### src/rtl/dds_sweep_ctrl.sv
// dds_sweep_ctrl: linear frequency/phase sweep controller feeding a DDS core.
// Steps f_ctrl from f_start to f_stop in f_step increments with a per-step
// dwell time, optionally repeating. p_ctrl advances by p_step on each new
// frequency word. All sweep settings are captured on the accepted start.
module dds_sweep_ctrl #(
   parameter int F_W     = 20,
   parameter int P_W     = 12,
   parameter int DWELL_W = 16
) (
   input  logic               clk,
   input  logic               rst,
   input  logic               start,
   input  logic               stop_req,
   input  logic               cont,
   input  logic [F_W-1:0]     f_start,
   input  logic [F_W-1:0]     f_stop,
   input  logic [F_W-1:0]     f_step,
   input  logic [DWELL_W-1:0] dwell,
   input  logic [P_W-1:0]     p_init,
   input  logic [P_W-1:0]     p_step,
   output logic [F_W-1:0]     f_ctrl,
   output logic [P_W-1:0]     p_ctrl,
   output logic               busy,
   output logic               done,
   output logic               step_stb
);

   localparam logic S_IDLE  = 1'b0;
   localparam logic S_DWELL = 1'b1;

   logic               state;
   logic [DWELL_W-1:0] dwell_cnt;

   // Shadow copies of the sweep settings, frozen at the accepted start
   logic [F_W-1:0]     start_s;
   logic [F_W-1:0]     stop_s;
   logic [F_W-1:0]     step_s;
   logic [DWELL_W-1:0] dwell_s;
   logic [P_W-1:0]     p_init_s;
   logic [P_W-1:0]     p_step_s;
   logic               cont_s;
   logic               dir_up;

   logic [F_W:0]       remaining;
   logic [F_W-1:0]     next_f;
   logic               last_dwell;

   // Next frequency word: step toward f_stop, clamping so it never overshoots
   always_comb begin
      remaining = '0;
      next_f    = stop_s;
      if (dir_up) begin
         remaining = {1'b0, stop_s} - {1'b0, f_ctrl};
      end else begin
         remaining = {1'b0, f_ctrl} - {1'b0, stop_s};
      end
      if (step_s == '0 || {1'b0, step_s} >= remaining) begin
         next_f = stop_s;
      end else if (dir_up) begin
         next_f = f_ctrl + step_s;
      end else begin
         next_f = f_ctrl - step_s;
      end
   end

   // Final cycle of the current dwell period (dwell_s is already at least 1)
   always_comb begin
      last_dwell = (dwell_cnt == dwell_s - DWELL_W'(1));
   end

   // Sweep sequencer: start capture, dwell counting, stepping, repeat and abort
   always_ff @(posedge clk or posedge rst) begin
      if (rst) begin
         state     <= S_IDLE;
         dwell_cnt <= '0;
         f_ctrl    <= '0;
         p_ctrl    <= '0;
         busy      <= 1'b0;
         done      <= 1'b0;
         step_stb  <= 1'b0;
         start_s   <= '0;
         stop_s    <= '0;
         step_s    <= '0;
         dwell_s   <= '0;
         p_init_s  <= '0;
         p_step_s  <= '0;
         cont_s    <= 1'b0;
         dir_up    <= 1'b0;
      end else begin
         done     <= 1'b0;
         step_stb <= 1'b0;
         case (state)
            S_IDLE: begin
               // start wins over a simultaneous stop_req while idle
               if (start) begin
                  start_s   <= f_start;
                  stop_s    <= f_stop;
                  step_s    <= f_step;
                  dwell_s   <= (dwell == '0) ? DWELL_W'(1) : dwell;
                  p_init_s  <= p_init;
                  p_step_s  <= p_step;
                  cont_s    <= cont;
                  dir_up    <= (f_stop >= f_start);
                  f_ctrl    <= f_start;
                  p_ctrl    <= p_init;
                  busy      <= 1'b1;
                  step_stb  <= 1'b1;
                  dwell_cnt <= '0;
                  state     <= S_DWELL;
               end
            end
            S_DWELL: begin
               if (stop_req) begin
                  busy      <= 1'b0;
                  done      <= 1'b1;
                  dwell_cnt <= '0;
                  state     <= S_IDLE;
               end else if (last_dwell) begin
                  dwell_cnt <= '0;
                  if (f_ctrl != stop_s) begin
                     f_ctrl   <= next_f;
                     p_ctrl   <= p_ctrl + p_step_s;
                     step_stb <= 1'b1;
                  end else if (cont_s) begin
                     f_ctrl   <= start_s;
                     p_ctrl   <= p_init_s;
                     step_stb <= 1'b1;
                  end else begin
                     busy  <= 1'b0;
                     done  <= 1'b1;
                     state <= S_IDLE;
                  end
               end else begin
                  dwell_cnt <= dwell_cnt + DWELL_W'(1);
               end
            end
            default: state <= S_IDLE;
         endcase
      end
   end

endmodule

### config.mk
export PLATFORM = sky130hd
export DESIGN_NAME = dds_sweep_ctrl
export DESIGN_NICKNAME = d
export VERILOG_FILES = /design/src/rtl/dds_sweep_ctrl.sv
export SDC_FILE = /design/constraint.sdc
export NUM_CORES = 1
export LEC_CHECK = 0
export ABC_AREA = 1
export BUFFER_PORTS_ARGS = -buffer_cell sky130_fd_sc_hd__buf_4
export CORE_UTILIZATION = 40
export CTS_BUF_LIST = sky130_fd_sc_hd__clkbuf_8 sky130_fd_sc_hd__clkbuf_16
export CTS_CLUSTER_DIAMETER = 30
export DETAILED_ROUTE_END_ITERATION = 8
export HOLD_SLACK_MARGIN = 0.03
export MAX_ROUTING_LAYER = met4
export PLACE_DENSITY_LB_ADDON = 0.2
export SYNTH_ARGS = -nofsm -noshare
export SYNTH_HDL_FRONTEND = slang
export SYNTH_SLANG_ARGS = --single-unit
### constraint.sdc
create_clock -name clk -period 13.1 [get_ports clk]
set_input_delay 0.655 -clock clk [delete_from_list [all_inputs] [get_ports clk]]
set_output_delay 0.655 -clock clk [all_outputs]
set_load 0.03 [all_outputs]
==> out/metrics.csv <==
metric;value;unit
synth.net_count;1962;
crit_path_max_fanout;21;
start_util;41.1;%
ios;140;
wl;38500;µm
fp.dieW;177;µm
hold_path_class;in -> async;
synth.top_cell.area_share;31.3;%
maxCapViolCount;0;
finClkSkew;0.0150;ns
nets;2070;
drtAntennaViolNets;0;
critPathMaxStageDelay;0.75;ns
swShare;51.3;%
synth_fa_ha_area_share;12.1;%
fp-row-count;63;
finalCriticalPeriod;5.42;ns
synth_seq_area_share;31.3;%
reg2regPathDepth;30;
synth_area_leaders;dfrtp_1 (31%), nand2_1 (13%), ha_1 (11%);
synthCells;1740;
rr_startpoint;f_ctrl[1];
hpwl;29200;µm
r2r_end;f_ctrl[18];
grt_antenna_before_repair;0;
tightest_slew;1.07;ns
drtPass1Iterations;5;
p_int;0.00176;W
async_reset_ff_share;100;%
vias;11816;
utilization;47.5;%
cts_sinks;154;
synth_top_family_by_area;simple AND/OR/NAND/NOR gates;
overflow;0;
final_max_slew_viol_count;0;
cts_tree;done;
routabilityCongestion;0.965;
p_comb_share;65.2;%
ctsHoldBuffers;0;
dieArea;31500;µm²
synth_largest_area_cell;dfrtp_1;
slew_headroom;28.7;%
p_per_area;254;nW/µm²
fillers;3105;
path_class;reg -> reg;
status;finished, final reports clean;
grt_pass1_vias;11580;
p_sw;0.00186;W
dp.cells;2219;
synthFlopType;dfrtp_1;
leakage;7.24;nW
end_kind;flop;
core_area;30000;µm²
first_iter_violations;698;
avgSynthCellArea;7.08;µm²
fin_setup_tns;0;ns
path_clk_slew;0.06;ns
htreeDepth;4;
critPathLaunchType;flop;
ys_warn_count;0;
ys_ff_latch;154;
layout-drive-gt1-share;11.4;%
crit_start;f_ctrl[1];
wl_per_cell;17.1;µm
cts_root_buffer;clkbuf_16;
max-clock-path-buffers;2;
cts_buffers;17;
synthMuxAreaShare;0.163;%
fp.dieH;177;µm
synth-compound-area-share;16.2;%
hold_viol;0;
max_freq;0.185;GHz
synth-edff-count;0;
ir_drop;0.123;mV
clock_power_share;13.7;%
crit_required;13.42;ns
setup_viol;0;
cp-endpoint;f_ctrl[18];
stdcell_count;2251;
grt_pass1_wl;61500;µm
cts_resized;0;
ys_types;53;
grt_max_degree;99;
syn_to_final_growth;15.6;%
rsz0062_at_grt;no;
netlist_area;12300;µm²
arrival;5.74;ns
fin_crit_sh;41.4;%
clock_latency;0.45;ns
ff2ff_setup_slack;7.68;ns
total_power;0.00362;W
synth_xor_area_share;6.47;%
synthSimpleGateAreaFrac;25.5;%
cp_slowest_cell;nand2_1;
vias_per_cell;5.25;
numPortBuffers;139;
post_cts.repair.setup_buffers;0;
seqPwrFrac;21.1;%
grtUsageTotal;25.9;%
crit_top_cell;nand2_1;
drc;0;
diodes;0;
[cells by family (layout without fill, tap and decap cells)]
logic type      after synthesis  count (layout)
compound gates              365             365
xor+xnor                     91              91
fa+ha+maj                   117             117
buf+inv                     260             381
flops                       154             154
mux                           2               2
simple gates                751             751
[metal layers]
layer / GRT usage, % / vias up / part of all wire (%)
li1: - / 5909 / -
met1: 34.6 / 5558 / 48
met2: 40.7 / 311 / 46
met3: 3.96 / 38 / 4.8
met4: 6.84 / 0 / 1.7
met5: - / - / 0
[power by group through the flow]
stage	clock network [W]	logic [W]	registers [W]
6_report	0.000496	0.00236	0.000764
5_1_grt	0.000525	0.00265	0.000785
4_1_cts	0.000505	0.00235	0.000764
3_5_place_dp	0	0.00233	0.000770
3_3_place_gp	0	0.00231	0.000768
2_1_floorplan	0	0.00164	0.000811
[worst min path at each step]
stage | startpoint | slack [ns] | endpoint
after global routing | p_step[2] | 0.41 | p_step_s[2]
after detailed placement | p_init_s[11] | 0.46 | p_init_s[11]
after floorplan | cont_s | 0.43 | cont_s
after CTS | f_step[19] | 0.39 | step_s[19]
after global placement | p_init_s[8] | 0.45 | p_init_s[8]
final | rst | 0.37 | step_stb
[stage by stage]
stage / setup WS [ns] / area (µm²) / hold WS, ns
floorplan: 8.30 / 12300 / 0.434
global placement: 7.85 / 13700 / 0.448
detailed placement: 7.66 / 13700 / 0.460
CTS: 7.64 / 14200 / 0.390
global route: 7.05 / 14200 / 0.405
finish: 7.68 / 14200 / 0.368
[cells in the final DEF, fill, tap and decap left out, types with 9 or more instances in the layout]
cell type,instances
dfrtp_1,153
nand4_1,16
nor2_1,149
nand2_1,432
o21bai_1,9
buf_4,148
xor2_1,66
xnor2_1,25
nand3_1,98
inv_1,197
clkbuf_16,17
o21ai_0,158
ha_1,113
nor2_2,9
a21oi_1,140
a21o_1,10
nor3_1,15
[state kept, by name, indices dropped and copies added, names as in the netlist]
name / cells
busy: 1
done: 1
p_ctrl: 12
state: 1
step_stb: 1
start_s: 20
cont_s: 1
p_step_s: 12
p_init_s: 12
f_ctrl: 20
step_s: 20
stop_s: 20
dwell_cnt: 16
dwell_s: 16
dir_up: 1
[layout make-up]
cell class | count | area, µm² | share of cell area [%]
multi-input cells | 1326 | 7450 | 52.3
flip-flops and latches | 154 | 3850 | 27.1
repair buffers | 148 | 1110 | 7.80
inverters | 201 | 761 | 5.34
well taps | 390 | 488 | 3.43
clock buffers | 21 | 480 | 3.37
clock inverters | 11 | 95.1 | 0.668
[cell usage after synthesis (5+ instances only)]
cell type	n
a211oi_1	7
a21o_1	10
a21oi_1	140
a31oi_1	8
buf_1	8
buf_2	6
clkbuf_1	38
dfrtp_1	154
ha_1	113
inv_1	194
inv_2	5
nand2_1	432
nand3_1	99
nand4_1	16
nor2_1	150
nor2_2	9
nor3_1	15
nor4_1	8
o21ai_0	158
o21ai_1	5
o21bai_1	9
xnor2_1	25
xor2_1	66
[worst max-delay path, delay by kind of cell (launching register included)]
family,cells,cell delay [ns]
AND/OR/NAND/NOR,20,2.82
AO/OA/AOI/OAI,6,0.98
adder cells (fa/ha/maj),2,0.60
flip-flops,1,0.51
XOR/XNOR,1,0.21
buffers and inverters,1,0.13
Power figures use the tool's default switching activity.
